### config.mk
export PLATFORM = sky130hd
export DESIGN_NAME = edge_pipe_sched
export DESIGN_NICKNAME = d
export VERILOG_FILES = /design/src/rtl/edge_pipe_sched_pkg.sv /design/src/rtl/edge_pipe.sv /design/src/rtl/edge_pipe_sched.sv
export SDC_FILE = /design/constraint.sdc
export NUM_CORES = 1
export LEC_CHECK = 0
export CAP_MARGIN = 5
export CORE_MARGIN = 5
export CORE_UTILIZATION = 43
export CTS_CLUSTER_SIZE = 8
export DETAILED_ROUTE_END_ITERATION = 8
export PLACE_DENSITY = 0.86
export SLEW_MARGIN = 20
export SYNTH_ARGS = -nofsm -noshare
export SYNTH_HDL_FRONTEND = slang
export SYNTH_SLANG_ARGS = --single-unit
### constraint.sdc
create_clock -name clk -period 1.8 [get_ports clk]
set_input_delay 0.27 -clock clk [delete_from_list [all_inputs] [get_ports clk]]
set_output_delay 0.27 -clock clk [all_outputs]
set_load 0.005 [all_outputs]
### src/rtl/edge_pipe_sched_pkg.sv
// Shared types and defaults for the round-robin edge-detect scheduler.
package edge_pipe_sched_pkg;

   typedef enum logic [1:0] {IDLE, SHIFT, DRAIN, DONE} state_t;

   localparam int NREQ_DEF     = 4;
   localparam int W_DEF        = 8;
   localparam int PIPE_LAT_DEF = 2;

   function automatic int clog2(input int v);
      int r;
      r = 0;
      for (int i = 0; i < 31; i++) begin
         if ((1 << i) < v) r = i + 1;
      end
      return r;
   endfunction

endpackage

### src/rtl/edge_pipe.sv
// Serial transition detector: dout = din ^ previous din, two clocks after din.
module edge_pipe (
   input  logic clk,
   input  logic rst,
   input  logic flush,
   input  logic din,
   output logic dout
);

   logic cur_p0;
   logic hist_p0;
   logic xor_p1;

   always_ff @(posedge clk or negedge rst) begin
      if (!rst) begin
         cur_p0  <= 1'b0;
         hist_p0 <= 1'b0;
         xor_p1  <= 1'b0;
      end else begin
         // p0: capture bit and its predecessor (zeroed at the start of a word)
         cur_p0  <= din;
         hist_p0 <= flush ? 1'b0 : cur_p0;
         // p1: registered transition bit
         xor_p1  <= cur_p0 ^ hist_p0;
      end
   end

   assign dout = xor_p1;

endmodule

### src/rtl/edge_pipe_sched.sv
// Round-robin scheduler sharing one edge_pipe among NREQ requesters, one job at a time.
module edge_pipe_sched
   import edge_pipe_sched_pkg::*;
#(
   parameter int NREQ     = NREQ_DEF,
   parameter int W        = W_DEF,
   parameter int PIPE_LAT = PIPE_LAT_DEF
) (
   input  logic                     clk,
   input  logic                     rst,
   input  logic [NREQ-1:0]          req,
   input  logic [NREQ*W-1:0]        req_data,
   output logic [NREQ-1:0]          gnt,
   output logic                     busy,
   output logic                     resp_valid,
   output logic [clog2(NREQ)-1:0]   resp_id,
   output logic [W-1:0]             resp_data
);

   localparam int IDW   = clog2(NREQ);
   localparam int CNT_W = clog2((W > PIPE_LAT) ? W : PIPE_LAT) + 1;
   localparam logic [CNT_W-1:0] LAST_BIT   = CNT_W'(W - 1);
   localparam logic [CNT_W-1:0] LAST_DRAIN = CNT_W'(PIPE_LAT - 1);
   localparam logic [CNT_W-1:0] LAT_C      = CNT_W'(PIPE_LAT);

   state_t            state, state_n;
   logic [IDW-1:0]    rr_ptr, pick, arb_idx, job_id;
   logic              found;
   logic [CNT_W-1:0]  cnt, cnt_n;
   logic [NREQ-1:0]   gnt_c;
   logic [W-1:0]      shreg;
   logic [W-2:0]      col;
   logic [W-1:0]      col_ext;
   logic              feed, flush, collect, last_drain, pipe_out;

   // first requesting lane after the last one served
   always_comb begin
      found   = 1'b0;
      pick    = '0;
      arb_idx = '0;
      for (int k = 1; k <= NREQ; k++) begin
         arb_idx = IDW'((int'(rr_ptr) + k) % NREQ);
         if (!found && req[arb_idx]) begin
            found = 1'b1;
            pick  = arb_idx;
         end
      end
   end

   always_comb begin
      state_n    = state;
      cnt_n      = cnt;
      gnt_c      = '0;
      feed       = 1'b0;
      flush      = 1'b0;
      collect    = 1'b0;
      last_drain = 1'b0;
      case (state)
         IDLE: begin
            if (found) begin
               gnt_c   = NREQ'(1) << pick;
               cnt_n   = '0;
               state_n = SHIFT;
            end
         end
         SHIFT: begin
            feed    = 1'b1;
            flush   = (cnt == '0);
            collect = (cnt >= LAT_C);
            if (cnt == LAST_BIT) begin
               cnt_n   = '0;
               state_n = DRAIN;
            end else begin
               cnt_n = cnt + 1'b1;
            end
         end
         DRAIN: begin
            collect = 1'b1;
            if (cnt == LAST_DRAIN) begin
               last_drain = 1'b1;
               cnt_n      = '0;
               state_n    = DONE;
            end else begin
               cnt_n = cnt + 1'b1;
            end
         end
         DONE:    state_n = IDLE;
         default: state_n = IDLE;
      endcase
   end

   always_ff @(posedge clk or negedge rst) begin
      if (!rst) begin
         state     <= IDLE;
         cnt       <= '0;
         rr_ptr    <= IDW'(NREQ - 1);
         resp_id   <= '0;
         resp_data <= '0;
      end else begin
         state <= state_n;
         cnt   <= cnt_n;
         if (state == IDLE && found) rr_ptr <= pick;
         if (last_drain) begin
            resp_id   <= job_id;
            resp_data <= col_ext;
         end
      end
   end

   // collector fills from the top so the first result bit ends at position 0
   assign col_ext = {pipe_out, col};

   always_ff @(posedge clk) begin
      if (state == IDLE && found) begin
         shreg  <= req_data[pick*W +: W];
         job_id <= pick;
      end else if (feed) begin
         shreg <= {1'b0, shreg[W-1:1]};
      end
      if (collect) col <= col_ext[W-1:1];
   end

   edge_pipe u_pipe (
      .clk   (clk),
      .rst   (rst),
      .flush (flush),
      .din   (shreg[0]),
      .dout  (pipe_out)
   );

   // gnt is combinational from req, so hold it low while reset is asserted
   assign gnt        = gnt_c & {NREQ{rst}};
   assign busy       = (state != IDLE);
   assign resp_valid = (state == DONE);

endmodule

==> results.md, run 1 <==
* Status: complete, but fails checks
* Failing checks: negative setup slack
* Final worst slack at -0.3102 ns
* Post-synth EDFFs at 17
* Largest area contributor in the netlist: edfxtp_1
* Synth cell count leaders: dfrtp_1 (19), nand2_1 (18), edfxtp_1 (17)
* Num CTS Buffers at 5
* Sink Count at 38
* Die Ht at slightly below 80 um
* Mapped Area at slightly below 2000 um2
* DR iter-0 viols at 57
* CTS clk-pin slew, worst paths at ~0.08 ns
* Yosys top cell area share at 0.2604
* Nets at between 300 and 400
* Worst skew pair latency at ~0.30 ns
* Drt first pass iters at 4
* Final cell count without fillers at around 310
* Global Route Usage Sum at 0.1644
* P&R area growth vs syn at 58.90%
* Register area share after synthesis at 0.5297
* Min Tclk post-route at roughly 2.1 ns
* Slew HR at 0.8035
* Post-synthesis cell count at 163
* Worst Path Arrival at between 2 and 2.5 ns
* Vias at ~1700
* RSZ-0062 raised after global routing: true
* Die W at slightly below 80 um
* Synthesis Warnings at 0
* Clock tree buffer depth at 2
* Dpl ws at -0.5327 ns
* Peak supply drop at around 0.00087 V
* PD cells at 1599 nW/um2
* Dominant synthesized flop cell: dfrtp_1
* Ys async rst share at 0.5526
* Slew @ Worst Pin at just under 0.3 ns
* CORE AREA at roughly 4400 um2
* Setup CP Type: reg2reg
* Number of setup violations in the final report at 14
* TNS Setup at -2.339 ns
* Count leader, synth: dfrtp_1
* FILL cells at between 300 and 400
* Flops & latches, synth at 38
* Clock skew at roughly 0.0081 ns
* DR DRC count at 0
* Worst setup EP type: flop
* Placement Rows at 24
* Initial Utilization at 0.4472
* CTS tree: built
* Synth cell types at ~40
* Layout cell share with drive strength beyond 1 at 0.3725
* Post-DP HPWL at 3706 um
* GP Congestion at ~0.87
* Final hold violation count at 0
* Critical path fanouts, max at 7
* Grt total ovfl at 0
* Fin. max-slew vios at 0
* Synth area leaders: edfxtp_1 (26%), dfrtp_1 (24%), mux2i_1 (8.2%)
* HP Class: reg2reg
* I/O Buffers at 53
* Die area at roughly 6000 um2
* Number of diodes at 0
* Tcrit/Tclk final at 1.172
* Syn avg cell area at about 12 um2
* Hold_buf cts at 0
* MaxCap Viol Count at 0
* Antenna viol nets, final at 0
* First-pass GRT wire length at approximately 8000 um
* CP required at 1.87 ns
* Achievable Freq at roughly 470 MHz
* Vias per cell at roughly 5.5
* Startpoint types: flop
* Vias in the first global route at 1684
* Synthesized net count at 210
* Lkg Pwr at 0.001327 uW
* Htree depth at 2
* Largest net degree at the start of global routing at 22
* Root buf cell: clkbuf_8
* Initial antenna violation count at 0
* WL/cell at around 18 um
* Dpl cells at between 200 and 300
* Ports at 54
* R2R setup slack at -0.31 ns
* DRT Wirelength at between 5000 and 6000 um
[through the flow]
step / hold slack, ns / utilization / instance area, um2 / total power [uW]
after CTS: 0.3549 / 0.6624 / 2904 / 4494
final: 0.3535 / 0.7106 / 3115 / 4982
after global placement: 0.3521 / 0.6261 / 2745 / 3634
after floorplan: -0.02559 / - / 1961 / 2730
after global routing: 0.3863 / 0.7106 / 3115 / 5242
after detailed placement: 0.3376 / 0.6261 / 2745 / 3755
[where the power goes]
part / internal, uW / switching [uW] / total, uW
combinational: 1530 / 1240 / 2770
sequential: 1430 / 202 / 1630
clock: 269 / 316 / 585
[routing by layer]
| metal | global-route usage | part of all wire | up-vias |
|---|---|---|---|
| li1 | - | - | 784 |
| met1 | 0.1843 | 0.40 | 832 |
| met2 | 0.2929 | 0.52 | 61 |
| met3 | 0.04167 | 0.055 | 14 |
| met4 | 0.07216 | 0.025 | 0 |
| met5 | 0 | 0 | - |
[final cells by class]
class,count,area [um2],area share
repair buffers,90,847.1,0.2719
well taps,52,65.06,0.02088
inverters,9,33.78,0.01084
flip-flops and latches,38,1039,0.3333
clock inverters,2,10.01,0.003213
clock buffers,6,72.57,0.02329
multi-input cells,110,1049,0.3365
[placed cells by master, fill, tap and decap left out, types with 2 or more instances in the layout]
master / synthesis / final
a21o_1: 2 / 2
a21oi_1: 7 / 4
a21oi_2: 0 / 2
a31oi_1: 2 / 2
buf_12: 0 / 2
buf_2: 2 / 4
buf_4: 1 / 30
buf_6: 1 / 4
clkbuf_8: 0 / 5
clkdlybuf4s50_1: 0 / 47
clkinv_2: 0 / 2
dfrtp_1: 19 / 19
dfstp_2: 2 / 2
edfxtp_1: 17 / 17
ha_1: 9 / 5
ha_2: 0 / 2
ha_4: 0 / 2
inv_1: 9 / 6
inv_2: 0 / 3
mux2_2: 11 / 10
mux2i_1: 16 / 10
mux2i_2: 0 / 2
mux2i_4: 0 / 4
nand2_1: 18 / 17
nand2b_1: 6 / 4
nand3_1: 2 / 2
nand3b_1: 2 / 2
nor2_1: 5 / 3
o21ai_0: 2 / 2
o21ai_2: 1 / 2
o221ai_1: 7 / 4
o221ai_2: 0 / 3
[cell families (layout without fill, tap and decap cells)]
group | after synthesis | count (layout) | synth area share
adder cells (fa/ha/maj) | 9 | 9 | 0.05744
flip-flops | 38 | 38 | 0.5297
AO/OA/AOI/OAI | 30 | 30 | 0.1104
XOR/XNOR | 1 | 1 | 0.004468
buffers and inverters | 15 | 107 | 0.03637
multiplexers | 28 | 28 | 0.1563
AND/OR/NAND/NOR | 42 | 42 | 0.1053
[final timing paths]
kind                                       start                      end  cells after the start
max                        rr_ptr[1]$_DFFE_PN1P_   shreg[7]$_SDFFCE_PN0P_                      6
min                           shreg[0]$_DFFE_PP_  u_pipe.cur_p0$_DFF_PN0_                      0
max reg2reg                rr_ptr[1]$_DFFE_PN1P_   shreg[7]$_SDFFCE_PN0P_                      6
min reg2reg                   shreg[0]$_DFFE_PP_  u_pipe.cur_p0$_DFF_PN0_                      0
max in group asynchronous                    rst    rr_ptr[0]$_DFFE_PN1P_                      2
min in group asynchronous                    rst  u_pipe.cur_p0$_DFF_PN0_                      2
[flip-flops by register name, indices dropped and copies added, names as in the netlist]
name	flops
job_id	2
col	7
cnt	4
rr_ptr	2
state	2
shreg	8
resp_data	8
u_pipe.dout	1
u_pipe.cur_p0	1
u_pipe.hist_p0	1
resp_id	2
[critical path: stages (launching register included)]
cell	delay, ns
dfstp_2	0.61
a31oi_1	0.12
a21oi_2	0.22
buf_4	0.14
buf_6	0.13
mux4_2	0.51
and2_4	0.15
[what timing repair did]
action / CTS / global route
pin swaps: 8 / 8
endpoints found under the setup margin: 24 / 33
gates cloned: 0 / 1
resized for setup: 38 / 29
setup buffers: 3 / 5
No activity file was read; power rests on OpenSTA's default activity.
==> inputs of run 2 (changes only) <==
--- a/config.mk
+++ b/config.mk
@@ -6,11 +6,12 @@
 export NUM_CORES = 1
 export LEC_CHECK = 0
 export CAP_MARGIN = 5
-export CORE_MARGIN = 5
+export CORE_MARGIN = 4
 export CORE_UTILIZATION = 43
 export CTS_CLUSTER_SIZE = 8
 export DETAILED_ROUTE_END_ITERATION = 8
 export PLACE_DENSITY = 0.86
+export SKIP_LAST_GASP = 1
 export SLEW_MARGIN = 20
 export SYNTH_ARGS = -nofsm -noshare
 export SYNTH_HDL_FRONTEND = slang
==> run 2 against run 1 <==
Compared with the run above:
- the run still ends with negative setup slack left
- setup slack gained 0.015 ns
- non-clock buffer count fell by 4
- worst hold slack better by 0.052 ns
- critical endpoint is now gnt[1]
- first-iteration DRC count is 96% higher
- largest power group unchanged
- maximum frequency grew 0.72%
- highest routed layer unchanged
- core utilization increased by 1.2 points
==> results.md, run 2 (same netlist as run 1, synthesis figures left out) <==
* Number of diodes at 0 (unchanged)
* Number of setup violations in the final report at 13 (-1)
* End of the critical path: gnt[1]
* Status: complete, but fails checks
* PD cells at 1639 nW/um2 (+2.5%)
* Vias at 1648 (-2.5%)
* Htree depth at 2 (unchanged)
* Min Tclk post-route at 2.095 ns (-0.01510 ns)
* WL/cell at 18.33 um (about the same)
* Die Ht at 75.53 um (-2.6%)
* HP Class: reg2reg
* Sink Count at 38 (unchanged)
* Num CTS Buffers at 5 (unchanged)
* Clock tree buffer depth at 2 (unchanged)
* Post-DP HPWL at 3635 um (-1.9%)
* Dpl ws at -0.5083 ns (+0.02439 ns)
* Slew HR at 0.7648 (-0.03870)
* Critical path fanouts, max at 4 (-3)
* Failing checks: negative setup slack
* Most frequent cells in the layout: clkdlybuf4s50_1 (45), buf_4 (26), dfrtp_1 (19)
* Worst skew pair latency at 0.30 ns (about the same)
* Peak supply drop at 0.0008603 V (-0.77%)
* Commonest non-fill, non-tap cell in the layout: clkdlybuf4s50_1
* Antenna viol nets, final at 0 (unchanged)
* I/O Buffers at 53 (unchanged)
* Power Total at 5190 uW (+4.2%)
* Largest net degree at the start of global routing at 22 (unchanged)
* Achievable Freq at 477.3 MHz (+0.72%)
* CP required at 1.53 ns (-0.34 ns)
* Switching Fraction at 0.3411 (-0.01095)
* Lkg Pwr at 0.001359 uW (+2.4%)
* First-pass GRT wire length at 7307 um (-6.3%)
* Tcrit/Tclk final at 1.164 (-0.008391)
* Global Route Usage Sum at 0.1723 (+0.007866)
* DRT Wirelength at 5555 um (-1.2%)
* Initial antenna violation count at 0 (unchanged)
* Grt total ovfl at 0 (unchanged)
* R2R Path End: shreg[7]$_SDFFCE_PN0P_
* Switch Pwr at 1770 uW (+0.93%)
* Setup CP Type: reg2out
* Initial Utilization at 0.4472 (unchanged)
* Final worst slack at -0.2951 ns (+0.01510 ns)
* CTS tree: built
* Placed Area at 2730 um2 (-0.55%)
* Drt first pass iters at 4 (unchanged)
* Largest registers: resp_data x8, shreg x8, col x7
* GP Congestion at 0.8580 (-0.82%)
* Fin. max-slew vios at 0 (unchanged)
* Die W at 75.53 um (-2.6%)
* DR iter-0 viols at 112 (+96%)
* Startpoint types: flop
* Clock skew at 0.01328 ns (+0.005144 ns)
* Reg2Reg Depth at 6 (unchanged)
* RSZ-0062 raised after global routing: true
* Vias per cell at 5.439 (-1.3%)
* R2R setup slack at -0.25 ns (+0.06 ns)
* TNS Setup at -2.326 ns (+0.01324 ns)
* Hold WS at 0.4060 ns (+0.05245 ns)
* Final hold violation count at 0 (unchanged)
* Part of the power in registers at 0.314 (-0.013)
* P_int at 3420 uW (+5.9%)
* Root buf cell: clkbuf_8
* Clk pwr share at 0.160 (+0.043)
* Worst Path Arrival at 1.83 ns (-0.35 ns)
* Worst setup EP type: output pin
* Reg-to-reg startpoint: rr_ptr[1]$_DFFE_PN1P_
* DR DRC count at 0 (unchanged)
* CTS clk-pin slew, worst paths at 0.09 ns (about the same)
* Combinational power share at 0.526 (-0.030)
* P&R area growth vs syn at 61.52%
* MaxCap Viol Count at 0 (unchanged)
* Placement Rows at 24 (unchanged)
* CORE AREA at 4384 um2 (unchanged)
* Vias in the first global route at 1598 (-5.1%)
* Final instance area at 3167 um2 (+1.6%)
* Nets at 297 (-1.3%)
* Ports at 54 (unchanged)
* Die area at 5704 um2 (-5.1%)
* Slew @ Worst Pin at 0.3529 ns (+0.05805 ns)
* Layout cell share with drive strength beyond 1 at 0.3705 (-0.002031)
* Worst setup path start: rr_ptr[1]$_DFFE_PN1P_
run 2: cell count changes in the layout (fill, tap and decap cells not counted), sizes merged:
cell	before	now
buf	40	36
bufinv	0	1
clkdlybuf4s50	47	45
clkinv	2	1
dlymetal6s2s	1	3
run 2: power by group through the flow:
stage,sequential (uW),clock [uW],combinational (uW)
floorplan,1600,0,1130
global placement,1620,0,1990
detailed placement,1640,0,2090
CTS,1630,829,2230
global route,1670,872,2940
finish,1630,829,2730
run 2: through the flow:
| stage | std cells | util |
|---|---|---|
| after floorplan | 163 | - |
| after global placement | 288 | 0.6227 |
| after detailed placement | 288 | 0.6227 |
| after CTS | 298 | 0.6701 |
| after global routing | 303 | 0.7223 |
| final | 303 | 0.7223 |
run 2: how the worst min path moves through the flow:
| stage | startpoint | endpoint | slack, ns | cells after the start |
|---|---|---|---|---|
| after floorplan | rst | cnt[0]$_DFFE_PN0P_ | -0.03 | 0 |
| after global placement | shreg[0]$_DFFE_PP_ | u_pipe.cur_p0$_DFF_PN0_ | 0.35 | 0 |
| after detailed placement | shreg[0]$_DFFE_PP_ | u_pipe.cur_p0$_DFF_PN0_ | 0.37 | 0 |
| after CTS | shreg[0]$_DFFE_PP_ | u_pipe.cur_p0$_DFF_PN0_ | 0.39 | 0 |
| after global routing | shreg[0]$_DFFE_PP_ | u_pipe.cur_p0$_DFF_PN0_ | 0.42 | 0 |
| final | shreg[0]$_DFFE_PP_ | u_pipe.cur_p0$_DFF_PN0_ | 0.41 | 0 |
run 2: cell type report:
| class | instances | area [um2] |
|---|---|---|
| Clock buffer | 6 | 93.84 |
| Tap cell | 52 | 65.06 |
| Clock inverter | 2 | 38.79 |
| Sequential cell | 38 | 1039 |
| Inverter | 9 | 33.78 |
| Fill cell | 303 | 1217 |
| Multi-Input combinational cell | 110 | 1066 |
| Timing Repair Buffer | 86 | 830.8 |
run 2: worst max-delay path: stages, from the launching register on:
cell,delay (ns)
dfstp_2,0.60
a21oi_2,0.08
a31oi_4,0.17
a21oi_4,0.09
nand3b_1,0.20
buf_4,0.17
nor2b_4,0.09
buf_2,0.11
run 2: metal layers:
metal  part of all wire  global-route usage  up-vias
met5                  0                   0        -
met4              0.021             0.06214        0
met3              0.049             0.04354       12
met2               0.53              0.2963       59
met1               0.40              0.2091      806
li1                   -                   -      771
run 2: repair_timing:
action / CTS / global route
pin swaps: 6 / 8
gates cloned: 0 / 1
gates resized for setup: 28 / 45
buffers inserted: 3 / 4
hold endpoints to repair: 0 / 0
endpoints found under the setup margin: 16 / 26
hold buffers: 0 / 0
==> inputs of run 3 (changes only) <==
==> constraint.sdc (replaced) <==
create_clock -name clk -period 1.82 [get_ports clk]
set_input_delay 0.273 -clock clk [delete_from_list [all_inputs] [get_ports clk]]
set_output_delay 0.273 -clock clk [all_outputs]
set_load 0.005 [all_outputs]
==> run 3 against run 2 <==
Compared with the run above:
- the run still ends with negative setup slack left
- clock skew decreased by 0.0040 ns
- sequential cell count unchanged
- setup slack got worse by 0.16 ns
==> results.md, run 3 (same netlist as run 1, synthesis figures left out) <==
* Sequential cell area at 1039 um2 (unchanged)
* GR Layer Usage met1 at 0.2246 (+0.01545)
* Sink Count at 38 (unchanged)
* Achievable Freq at about 440 MHz
* GP Congestion at 0.8106 (-5.5%)
* Dpl cells at 290 (+0.69%)
* PD cells at 1618 nW/um2 (-1.2%)
* Combinational power share at 0.557 (+0.031)
* Nets at 301 (+1.3%)
* First-pass GRT wire length at 8362 um (+14%)
* Slew @ Worst Pin at 0.3350 ns (-0.01783 ns)
* Power Total at 5243 uW (+1.0%)
* Number of diodes at 0 (unchanged)
* Final hold violation count at 0 (unchanged)
* Clk pwr share at 0.134 (-0.026)
* Largest net degree at the start of global routing at 22 (unchanged)
* CTS tree: built
* Status: complete, but fails checks
* Peak supply drop at 0.001158 V (+35%)
* Lkg Pwr at 0.001344 uW (-1.1%)
* HP Class: reg2reg
* Dpl ws at -0.5724 ns (-0.06410 ns)
* WL/cell at 21.10 um (+15%)
* Final worst slack at -0.4556 ns (-0.1605 ns)
* Tcrit/Tclk final at 1.250
* Antenna viol nets, final at 0 (unchanged)
* Vias in the first global route at 1725 (+7.9%)
* Min Tclk post-route at 2.276 ns
* Commonest non-fill, non-tap cell in the layout: clkdlybuf4s50_1
* Startpoint types: flop
* Vias at 1747 (+6.0%)
* Switching Fraction at 0.3554 (+0.01427)
* Placement Rows at 24 (unchanged)
* Global Route Usage Sum at 0.2048 (+0.03252)
* Global route hottest layer: met2
* Switch Pwr at 1863 uW (+5.2%)
* Layout cell share with drive strength beyond 1 at 0.3937 (+0.02318)
* Largest registers: resp_data x8, shreg x8, col x7
* Number of setup violations in the final report at 13 (unchanged)
* Htree depth at 2 (unchanged)
* P_int at 3380 uW (-1.2%)
* Die W at 75.53 um (unchanged)
* CORE AREA at 4384 um2 (unchanged)
* MaxCap Viol Count at 0 (unchanged)
* Final cell count without fillers at 306 (+0.99%)
* Num CTS Buffers at 5 (unchanged)
* RSZ-0062 raised after global routing: true
* P&R area growth vs syn at 65.22%
* DR iter-0 viols at 85 (-24%)
* Initial Utilization at 0.4472 (unchanged)
* FILL cells at 268 (-12%)
* DRT Wirelength at 6457 um (+16%)
* I/O Buffers at 53 (unchanged)
* Fin. max-slew vios at 0 (unchanged)
* Critical path fanouts, max at 4 (unchanged)
* DR DRC count at 0 (unchanged)
* Root buf cell: clkbuf_8
* Hold_buf cts at 0 (unchanged)
* Post-DP HPWL at 3644 um (+0.25%)
* GR Util met3 at 0.05409 (+0.01055)
* Met2 Resource Use GR at 0.3595 (+0.06328)
* Reg2Reg Depth at 6 (unchanged)
* Most frequent cells in the layout: clkdlybuf4s50_1 (47), buf_4 (28), dfrtp_1 (19)
* Final instance area at 3239 um2 (+2.3%)
* Setup CP Type: reg2out
* Die Ht at 75.53 um (unchanged)
* Part of the power in registers at 0.308 (-0.006)
* Worst Path Arrival at 2.00 ns (+0.17 ns)
* Grt total ovfl at 0 (unchanged)
* Worst setup EP type: output pin
* Area of the multi-input gates at 1135 um2 (+6.5%)
* CTS clk-pin slew, worst paths at 0.08 ns (about the same)
* Die area at 5704 um2 (unchanged)
* Drt first pass iters at 4 (unchanged)
* Initial antenna violation count at 0 (unchanged)
* Worst skew pair latency at 0.30 ns (about the same)
* Vias per cell at 5.709 (+5.0%)
* Ports at 54 (unchanged)
* Slew HR at 0.7767 (+0.01189)
* Placed Area at 2745 um2 (+0.55%)
* Clock skew at 0.009287 ns (-0.003995 ns)
* CP required at 1.55 ns (+0.02 ns)
* Failing checks: negative setup slack
* Clock tree buffer depth at 2 (unchanged)
* Worst Hold Path Cells at 0 (unchanged)
-- run 3: final cells by class --
class / count / area share
clock buffers: 5 / 0.02124
clock inverters: 2 / 0.01043
inverters: 9 / 0.01043
multi-input cells: 110 / 0.3503
flip-flops and latches: 38 / 0.3206
well taps: 52 / 0.02008
repair buffers: 90 / 0.2669
-- run 3: critical path, stage by stage, from the launching register on --
cell and delay (ns):
dfstp_2 0.58, buf_6 0.13, a31oi_2 0.11, a21oi_2 0.30
buf_4 0.20, nand3_4 0.10, nor2_2 0.14, buf_2 0.14
-- run 3: power by group through the flow --
stage / clock (uW) / sequential (uW) / combinational, uW
CTS: 694 / 1600 / 2490
floorplan: 0 / 1580 / 1120
global route: 732 / 1650 / 3110
finish: 704 / 1620 / 2920
detailed placement: 0 / 1620 / 2090
global placement: 0 / 1600 / 2010
-- run 3: timing repair --
action | CTS | global route
hold endpoints to repair | 0 | 0
buffers inserted | 7 | 1
gates cloned | 0 | 1
pin swaps | 6 | 5
setup endpoints to repair | 17 | 26
resized for setup | 51 | 36
-- run 3: per-layer routing --
metal,share of wire,up-vias,wire [um]
li1,-,785,-
met1,0.37,865,2380
met2,0.54,79,3472
met3,0.063,18,407
met4,0.030,0,195
met5,0,-,0
-- run 3: worst paths after layout --
kind / from / to / slack [ns]
setup / recovery: rr_ptr[1]$_DFFE_PN1P_ / gnt[2] / -0.46
hold / removal: shreg[0]$_DFFE_PP_ / u_pipe.cur_p0$_DFF_PN0_ / 0.41
setup reg to reg: rr_ptr[1]$_DFFE_PN1P_ / shreg[7]$_SDFFCE_PN0P_ / -0.41
hold reg to reg: shreg[0]$_DFFE_PP_ / u_pipe.cur_p0$_DFF_PN0_ / 0.41
max in group asynchronous: rst / rr_ptr[1]$_DFFE_PN1P_ / 1.00
min in group asynchronous: rst / u_pipe.cur_p0$_DFF_PN0_ / 0.54
-- run 3: metrics by stage --
step | TNS (ns) | utilization | hold WS (ns)
2_1_floorplan | -0.02283 | - | -0.02259
3_3_place_gp | -6.566 | 0.6261 | 0.3463
3_5_place_dp | -8.127 | 0.6261 | 0.3720
4_1_cts | -2.333 | 0.6932 | 0.3892
5_1_grt | -4.894 | 0.7389 | 0.3984
6_report | -4.294 | 0.7389 | 0.4107
